**config.mk**
```make
export PLATFORM = sky130hd
export DESIGN_NAME = serial_addsub_nbit_flat
export DESIGN_NICKNAME = d
export VERILOG_FILES = /design/src/rtl/serial_addsub_nbit_if.sv /design/src/rtl/serial_addsub_nbit.sv /design/src/flat_wrapper.sv
export SDC_FILE = /design/constraint.sdc
export NUM_CORES = 1
export LEC_CHECK = 0
export ABC_CLOCK_PERIOD_IN_PS = 1590
export CAP_MARGIN = 20
export CORE_UTILIZATION = 46
export DETAILED_ROUTE_END_ITERATION = 12
export PLACE_DENSITY = 0.81
export SETUP_SLACK_MARGIN = 0.5
export SLEW_MARGIN = 10
export SYNTH_ARGS = -nofsm -noshare
export SYNTH_HDL_FRONTEND = slang
export SYNTH_SLANG_ARGS = --single-unit
export TNS_END_PERCENT = 5
```
**constraint.sdc**
```tcl
create_clock -name clk -period 1.59 [get_ports clk]
set_clock_uncertainty 0.1 [all_clocks]
set_input_delay 0.159 -clock clk [delete_from_list [all_inputs] [get_ports clk]]
set_output_delay 0.159 -clock clk [all_outputs]
set_load 0.02 [all_outputs]
```
**src/rtl/serial_addsub_nbit_if.sv**
```systemverilog
// rtl/serial_addsub_nbit_if.sv - operand/result bundle for the bit-serial adder/subtractor
interface serial_addsub_nbit_if #(
    parameter int WIDTH = 8
);
    logic             start;
    logic             sub;
    logic             cin;
    logic [WIDTH-1:0] a;
    logic [WIDTH-1:0] b;
    logic             busy;
    logic             done;
    logic [WIDTH-1:0] sum;
    logic             cout;
    logic             ovf;

    modport master (
        output start, sub, cin, a, b,
        input  busy, done, sum, cout, ovf
    );

    modport slave (
        input  start, sub, cin, a, b,
        output busy, done, sum, cout, ovf
    );
endinterface

```
**src/rtl/serial_addsub_nbit.sv**
```systemverilog
// rtl/serial_addsub_nbit.sv - bit-serial adder/subtractor, one bit per clock, LSB first
module serial_addsub_nbit #(
    parameter int WIDTH = 8,
    localparam int CW = $clog2(WIDTH + 1)
) (
    input logic                 clk,
    input logic                 rst_n,
    serial_addsub_nbit_if.slave bus
);
    typedef enum logic [1:0] {IDLE, RUN, FIN} state_t;

    state_t           state;
    logic [WIDTH-1:0] a_sr;
    logic [WIDTH-1:0] b_sr;
    logic [WIDTH-1:0] res_sr;
    logic             carry;
    logic [CW-1:0]    cnt;

    logic             busy_r;
    logic             done_r;
    logic [WIDTH-1:0] sum_r;
    logic             cout_r;
    logic             ovf_r;

    logic             bit_s;
    logic             carry_next;
    logic             last_step;
    logic             accept;

    // Single full-adder cell fed by the shift-register LSBs and the carry register
    always_comb begin
        bit_s      = a_sr[0] ^ b_sr[0] ^ carry;
        carry_next = (a_sr[0] & b_sr[0]) | (a_sr[0] & carry) | (b_sr[0] & carry);
        last_step  = (cnt == CW'(WIDTH - 1));
        accept     = bus.start && (state == IDLE || state == FIN);
    end

    assign bus.busy = busy_r;
    assign bus.done = done_r;
    assign bus.sum  = sum_r;
    assign bus.cout = cout_r;
    assign bus.ovf  = ovf_r;

    // Control FSM plus datapath; FIN accepts a new start so back-to-back ops have no gap
    always_ff @(posedge clk or negedge rst_n) begin
        if (!rst_n) begin
            state  <= IDLE;
            a_sr   <= '0;
            b_sr   <= '0;
            res_sr <= '0;
            carry  <= 1'b0;
            cnt    <= '0;
            busy_r <= 1'b0;
            done_r <= 1'b0;
            sum_r  <= '0;
            cout_r <= 1'b0;
            ovf_r  <= 1'b0;
        end else begin
            case (state)
                IDLE, FIN: begin
                    done_r <= 1'b0;
                    if (accept) begin
                        // Subtraction is a + ~b + 1, so invert b here and force carry-in high
                        a_sr   <= bus.a;
                        b_sr   <= bus.sub ? ~bus.b : bus.b;
                        carry  <= bus.sub | bus.cin;
                        cnt    <= '0;
                        busy_r <= 1'b1;
                        state  <= RUN;
                    end else begin
                        busy_r <= 1'b0;
                        state  <= IDLE;
                    end
                end
                RUN: begin
                    res_sr <= {bit_s, res_sr[WIDTH-1:1]};
                    a_sr   <= a_sr >> 1;
                    b_sr   <= b_sr >> 1;
                    carry  <= carry_next;
                    cnt    <= cnt + 1'b1;
                    if (last_step) begin
                        // carry currently holds the carry into the MSB; compare with carry out
                        sum_r  <= {bit_s, res_sr[WIDTH-1:1]};
                        cout_r <= carry_next;
                        ovf_r  <= carry ^ carry_next;
                        busy_r <= 1'b0;
                        done_r <= 1'b1;
                        state  <= FIN;
                    end
                end
                default: begin
                    busy_r <= 1'b0;
                    done_r <= 1'b0;
                    state  <= IDLE;
                end
            endcase
        end
    end
endmodule

```
**src/flat_wrapper.sv**
```systemverilog
// flat-port wrapper written by rule: the top's interface ports become plain ports
module serial_addsub_nbit_flat 
#(
    parameter int WIDTH = 8,
    localparam int CW = $clog2(WIDTH + 1)
)
  (clk, rst_n, bus_start, bus_sub, bus_cin, bus_a, bus_b, bus_busy, bus_done, bus_sum, bus_cout, bus_ovf);
  serial_addsub_nbit_if #(.WIDTH(WIDTH)) bus_i ();
  input logic clk;
  input logic rst_n;
  input wire logic [$bits(bus_i.start)-1:0] bus_start;
  input wire logic [$bits(bus_i.sub)-1:0] bus_sub;
  input wire logic [$bits(bus_i.cin)-1:0] bus_cin;
  input wire logic [$bits(bus_i.a)-1:0] bus_a;
  input wire logic [$bits(bus_i.b)-1:0] bus_b;
  output wire logic [$bits(bus_i.busy)-1:0] bus_busy;
  output wire logic [$bits(bus_i.done)-1:0] bus_done;
  output wire logic [$bits(bus_i.sum)-1:0] bus_sum;
  output wire logic [$bits(bus_i.cout)-1:0] bus_cout;
  output wire logic [$bits(bus_i.ovf)-1:0] bus_ovf;
  assign bus_i.start = bus_start;
  assign bus_i.sub = bus_sub;
  assign bus_i.cin = bus_cin;
  assign bus_i.a = bus_a;
  assign bus_i.b = bus_b;
  assign bus_busy = bus_i.busy;
  assign bus_done = bus_i.done;
  assign bus_sum = bus_i.sum;
  assign bus_cout = bus_i.cout;
  assign bus_ovf = bus_i.ovf;
  serial_addsub_nbit #(.WIDTH(WIDTH)) u_core (.clk(clk), .rst_n(rst_n), .bus(bus_i));
endmodule
```
; Yosys cells after proc, flatten, opt, wreduce, memory -nomap -nowiden
; Index checks and enable logic that the tools add are counted.
[word_totals]
input_bits = 21
n_memories = 0
mem_bits_rw = 0
elab_cells = 51
reg_bits = 43
out_inout_bits = 12
rom_bits = 0
latchBits = 0
[classes]
div_mod_pow = 0
n_lt_le_gt_ge = 0
eq_ne = 5
shift = 0
n_mux = 17
n_bitwise = 10
multipliers = 0
add_sub_neg = 1
n_reduce_logical = 7
[ops]
columns = operator, n
row1 = $pmux 8 s2, 2
row2 = $mux 8, 3
row3 = $not 8->8, 1
row4 = $pmux 4 s2, 1
row5 = $mux 1, 6
row6 = $add 4x1->4 const B, 1
row7 = $eq 4x3->1 const B, 1
row8 = $mux 4, 1
row9 = $ne 2x1->1 const B, 2
row10 = $pmux 1 s2, 2
row11 = $pmux 2 s2, 1
row12 = $reduce_and 2->1, 2
row13 = $and 1x1->1, 3
row14 = $or 1x1->1, 3
row15 = $xor 1x1->1, 3
row16 = $eq 2x1->1 const B, 1
row17 = $eq 2x2->1 const B, 1
row18 = $logic_not 2->1, 1
row19 = $mux 2, 1
row20 = $reduce_bool 2->1, 1
row21 = $reduce_or 2->1, 1
row22 = $logic_and 1x1->1, 1
row23 = $logic_or 1x1->1, 1

; Depth between registers and ports, before layout
; Gate-level depths: netlist (run 1).
[logic_depth]
ltp_word = 5
mapped_depth = 5
ltp_nobuf = 4

; Worst setup path after synthesis (run 1)
; No wires, ideal clock.
[synth_path]
kind = flip-flop to flip-flop
startpoint = reg u_core.cnt[0]
endpoint = reg u_core.cout_r (netlist: u_core.bus.cout)
path_stages_with_launch = 6
arrival_time_ns = 1.351
n_path_buf = 1
path_slack_ns = 0.014
required_ns = 1.365
cell_sequence = dfrtp_1 ha_1 nand3b_4 nor3b_4 buf_6 mux2_4
[synth_between]
elab_chain_len = 2
[synth_rtl]
columns = element, line_no
row1 = start: declaration, serial_addsub_nbit.sv:17  ; logic [CW-1:0] cnt;
row2 = start signal: assignment, serial_addsub_nbit.sv:80  ; cnt <= cnt + 1'b1;
row3 = $eq 4x3->1, serial_addsub_nbit.sv:34  ; last_step = (cnt == CW'(WIDTH - 1));
row4 = $reduce_and 2->1 (no line), n/a
row5 = end signal: assignment, serial_addsub_nbit.sv:84  ; cout_r <= carry_next;
row6 = end: declaration, serial_addsub_nbit.sv:22  ; logic cout_r;
; Every way passes these cells.
; A chain may end at the register's enable or synchronous reset.

; Worst setup path after layout (run 1)
[layout_path]
startpoint = reg u_core.cnt[1]
endpoint = reg u_core.sum_r[5] (netlist: u_core.bus.sum[5])
[layout_between]
elab_chain_len = 2
[layout_rtl]
columns = element, line_no
row1 = $eq 4x3->1, serial_addsub_nbit.sv:34
row2 = $reduce_and 2->1 (no line), n/a
row3 = end signal: assignment, serial_addsub_nbit.sv:83  ; sum_r <= {bit_s, res_sr[WIDTH-1:1]};
row4 = end: declaration, serial_addsub_nbit.sv:21  ; logic [WIDTH-1:0] sum_r;
; Every way passes these cells.

==> results, run 1 <==
- The number of buffers added by the clock tree synthesis step is 5.
- The worst hold path belongs to the class primary input to asynchronous set/reset pin.
- The design internal power is 3.502 mW.
- The number of global-route vias before repair was 1,227.
- Synthesis handed over a netlist of 128 instances.
- Registers are responsible for 37.0% of the overall power.
- The checks that failed: negative setup slack.
- The share of layout cells above drive strength 1 is 36.21%.
- The worst setup slack after placement is -0.09910 ns.
- STA classifies the critical path endpoint as a register.
- The post-layout total power is 5.146 mW.
- In this run the static leakage power is 1.202 nW.
- The worst-margin pin slew is 0.5075 ns.
- The number of diodes is 0.
- The clock net in this run drives a total of 41 sinks.
- Setup repair after global routing could not meet its margin everywhere.
- The clock tree synthesis step divided the H-tree into 2 levels.
- Summing the sequential cell areas from Yosys gives 56.09% of the chip area.
- The wire-length estimate of the detail-placed layout is 2474 um.
- The CTS tree is built.
- The floorplan has 22 rows.
- Synthesis produced a netlist with a net count of 151.
- The final max-slew violation count is 0.
- The count of cells in the finished layout, fillers not included, comes to 222.
- In this run the deepest clock path goes through 2 buffers.
- Based on the critical path, the design can be clocked at up to 627.9 MHz.
- The number of fill cells is 276.
- The final layout contains routed wiring with a total length of 3527 um.
- The clock period minus worst slack is 1.593 ns.
- Using the TritonRoute via totals, the vias-per-cell ratio works out to 5.437.
- For the worst setup path, the data required time is 1.66 ns.
- The power per cell area is 2074 mW/mm2.
- Across all hold checks on the routed design, the worst slack comes to 0.3579 ns.
- The clock-pin slew of the registers on the worst-case setup and hold paths is 0.08 ns.
- The number of antenna violations at the first check in global routing is 0.
- In this run the count of I/O pins placed on the die edge is 33.
- Counting tap cells, the placed design contains a total of 213 instances.
- For the final routed database, the setup TNS stands at -0.004102 ns.
- In this run the tool buffered the top-level ports with 32 buffer cells.
- The pin count of the biggest net entering global routing is 42.
- The data arrival time of the critical path is 1.66 ns.
- The detailed router finished its first iteration with 48 violations.
- After floorplanning, the core was sized to cover 0.003744 mm2.
- The floorplan step defined a die boundary enclosing 0.004233 mm2.
- The max-capacitance violation count is 0.
- The part of the cycle the worst path needs is 100.2%.
- The hold violation count in the final report is 0.
- Relative to the synthesized area, the layout overhead comes to 35.64%.
- The antenna violation net count after detailed routing is 0.
- The setup slack of the critical path after layout is -0.002600 ns.
- Net switching is 31.94% of the power.
- The width of the chip is 65.06 um.
- The worst register-to-register path has a depth of 5.
- Combinational cells account for 46.4% of the total power.
- The average detailed-routed wire length per instance is 15.89 um.
- The worst slew margin relative to its limit is 66.16%.
- The initial standard-cell utilization of the core is 48.86%.
- The run finished, with violations left.
- The critical path start-end classification is register to register.
- The first global-routing pass estimated 5927 um of wire.
- The final RePlAce weighted congestion is 0.7991.
- In this run the cell area of the synthesized design comes to 0.001829 mm2.
- The layout net count is 196.
- After clock tree synthesis, the setup repair step added 0 buffers.
- For this block, the via count after detailed routing is 1,207.
- The tree is rooted in a clkbuf_8.
- The number of register bits inferred by synthesis is 41.
- The number of unique standard cell types used by synthesis is 25.
- The first detailed-routing pass took 4 iterations.
- The worst ir drop on vdd is 0.8392 mV.
- The remaining design rule violation count is 0.
- The die extent in y is 65.06 um.
- The worst setup path is launched from a register.
- Global routing used 18.81% of the available tracks.
- Setup violations remaining at the end of the flow were counted as 2.
- Clock latency on the worst-skew pair, taken at its later pin, is 0.29 ns.
- The Yosys step of the flow raised 0 warnings.
- The switching power is 1.644 mW.
- The remaining global-route overflow is 0.
- A synthesized cell averages 14.29 um2.
- The clock network is responsible for 16.6% of the overall power.
- In this run the worst path has a maximum fanout of 11.
## cell type report
| type | instances | area [um2] | share of cell area [%] |
|---|---|---|---|
| clock buffers | 7 | 86.33 | 3.480 |
| flip-flops and latches | 41 | 1027 | 41.40 |
| multi-input cells | 79 | 803.3 | 32.38 |
| well taps | 48 | 60.06 | 2.421 |
| clock inverters | 1 | 30.03 | 1.210 |
| repair buffers | 46 | 474.2 | 19.11 |
## cells in the final DEF, fill, tap and decap left out, types with 2 or more instances in the layout
master and n:
dfrtp_1 40, clkdlybuf4s50_1 19, mux2_4 18, buf_6 15
a22o_1 11, nor2_1 9, a221o_1 8, buf_4 8
xnor2_1 7, a21o_1 7, clkbuf_8 6, nand2_1 3
xor2_1 2, mux2i_1 2, buf_12 2
## cells in the mapped netlist, drive strengths merged
cell    instances  area (um2)
and2b           1       8.760
a221o           8       80.08
xor2            2       17.52
mux2i           2       20.02
nor3b           1       18.77
nand2           4       15.01
nor2b           2       20.02
a21o            7       52.55
nor2           10       45.04
xnor2           7       61.31
nand3           1       5.000
nand2b          1       6.260
a22o           11       96.34
mux2           18       236.5
nand3b          1       20.02
ha              1       12.51
fa              1       20.02
nand4           1       6.260
buf             8       61.31
dfrtp          41        1026
## power groups by stage
stage,combinational [mW],clock (mW),sequential [mW]
after floorplan,1.33,0,1.96
after global placement,2.06,0,1.85
after detailed placement,2.16,0,1.88
after CTS,2.32,0.869,1.89
after global routing,2.58,0.914,1.96
final,2.39,0.854,1.91
## worst max-delay path: stages, from the launching register on
cell and delay, ns:
dfrtp_1 0.41, ha_4 0.18, nand3b_4 0.09, nor3b_4 0.22
buf_12 0.17, mux2_4 0.30
## logic make-up (layout without fill, tap and decap cells)
logic type	after synthesis	after routing	synth area share, %
AO/OA/AOI/OAI	26	26	12.52
flip-flops	41	41	56.09
XOR/XNOR	9	9	4.309
buffers and inverters	8	54	3.352
AND/OR/NAND/NOR	22	22	7.934
multiplexers	20	20	14.02
adder cells (fa/ha/maj)	2	2	1.778
## metal layers
layer | track usage [%] | share of wire [%] | vias to the layer above
li1 | - | - | 551
met5 | 0 | 0 | -
met1 | 22.98 | 41 | 616
met3 | 4.225 | 4.1 | 4
met4 | 3.261 | 0.60 | 0
met2 | 34.11 | 55 | 36
## flip-flops by register name (all words and copies together), names as in the netlist
register,flops
u_core.bus.ovf,1
u_core.state,2
u_core.a_sr,8
u_core.res_sr,7
u_core.cnt,4
u_core.b_sr,8
u_core.carry,1
u_core.bus.busy,1
u_core.bus.cout,1
u_core.bus.sum,8
## final timing paths
path	from	endpoint	slack [ns]
setup reg to reg	u_core.cnt[1]	u_core.bus.sum[5]	-0.003
hold / removal	rst_n	u_core.state[0]	0.36
max in group asynchronous	rst_n	u_core.state[1]	0.66
hold reg to reg	u_core.a_sr[3]	u_core.a_sr[3]	0.39
min in group clk	u_core.a_sr[3]	u_core.a_sr[3]	0.39
setup / recovery	u_core.cnt[1]	u_core.bus.sum[5]	-0.003
## what timing repair did
action | 4_1_cts | 5_1_grt
hold buffers | 1 | 0
resized for setup | 74 | 16
pin swaps | 24 | 28
hold endpoints to repair | 41 | 0
setup endpoints to repair | 53 | 53
## through the flow
step / util, % / instance area, um2
after floorplan: - / 1842
after global placement: 60.86 / 2278
after global routing: 66.28 / 2481
final: 66.28 / 2481
after detailed placement: 60.86 / 2278
after CTS: 65.31 / 2445
No activity file was read; power rests on OpenSTA's default activity.
==> inputs of run 2 (changes only) <==
--- a/config.mk
+++ b/config.mk
@@ -11,7 +11,7 @@
 export DETAILED_ROUTE_END_ITERATION = 12
 export PLACE_DENSITY = 0.81
 export SETUP_SLACK_MARGIN = 0.5
-export SLEW_MARGIN = 10
+export SLEW_MARGIN = 20
 export SYNTH_ARGS = -nofsm -noshare
 export SYNTH_HDL_FRONTEND = slang
 export SYNTH_SLANG_ARGS = --single-unit
==> results of run 2 <==
No change in the layout: final DEF, timing and power equal those of run 1.
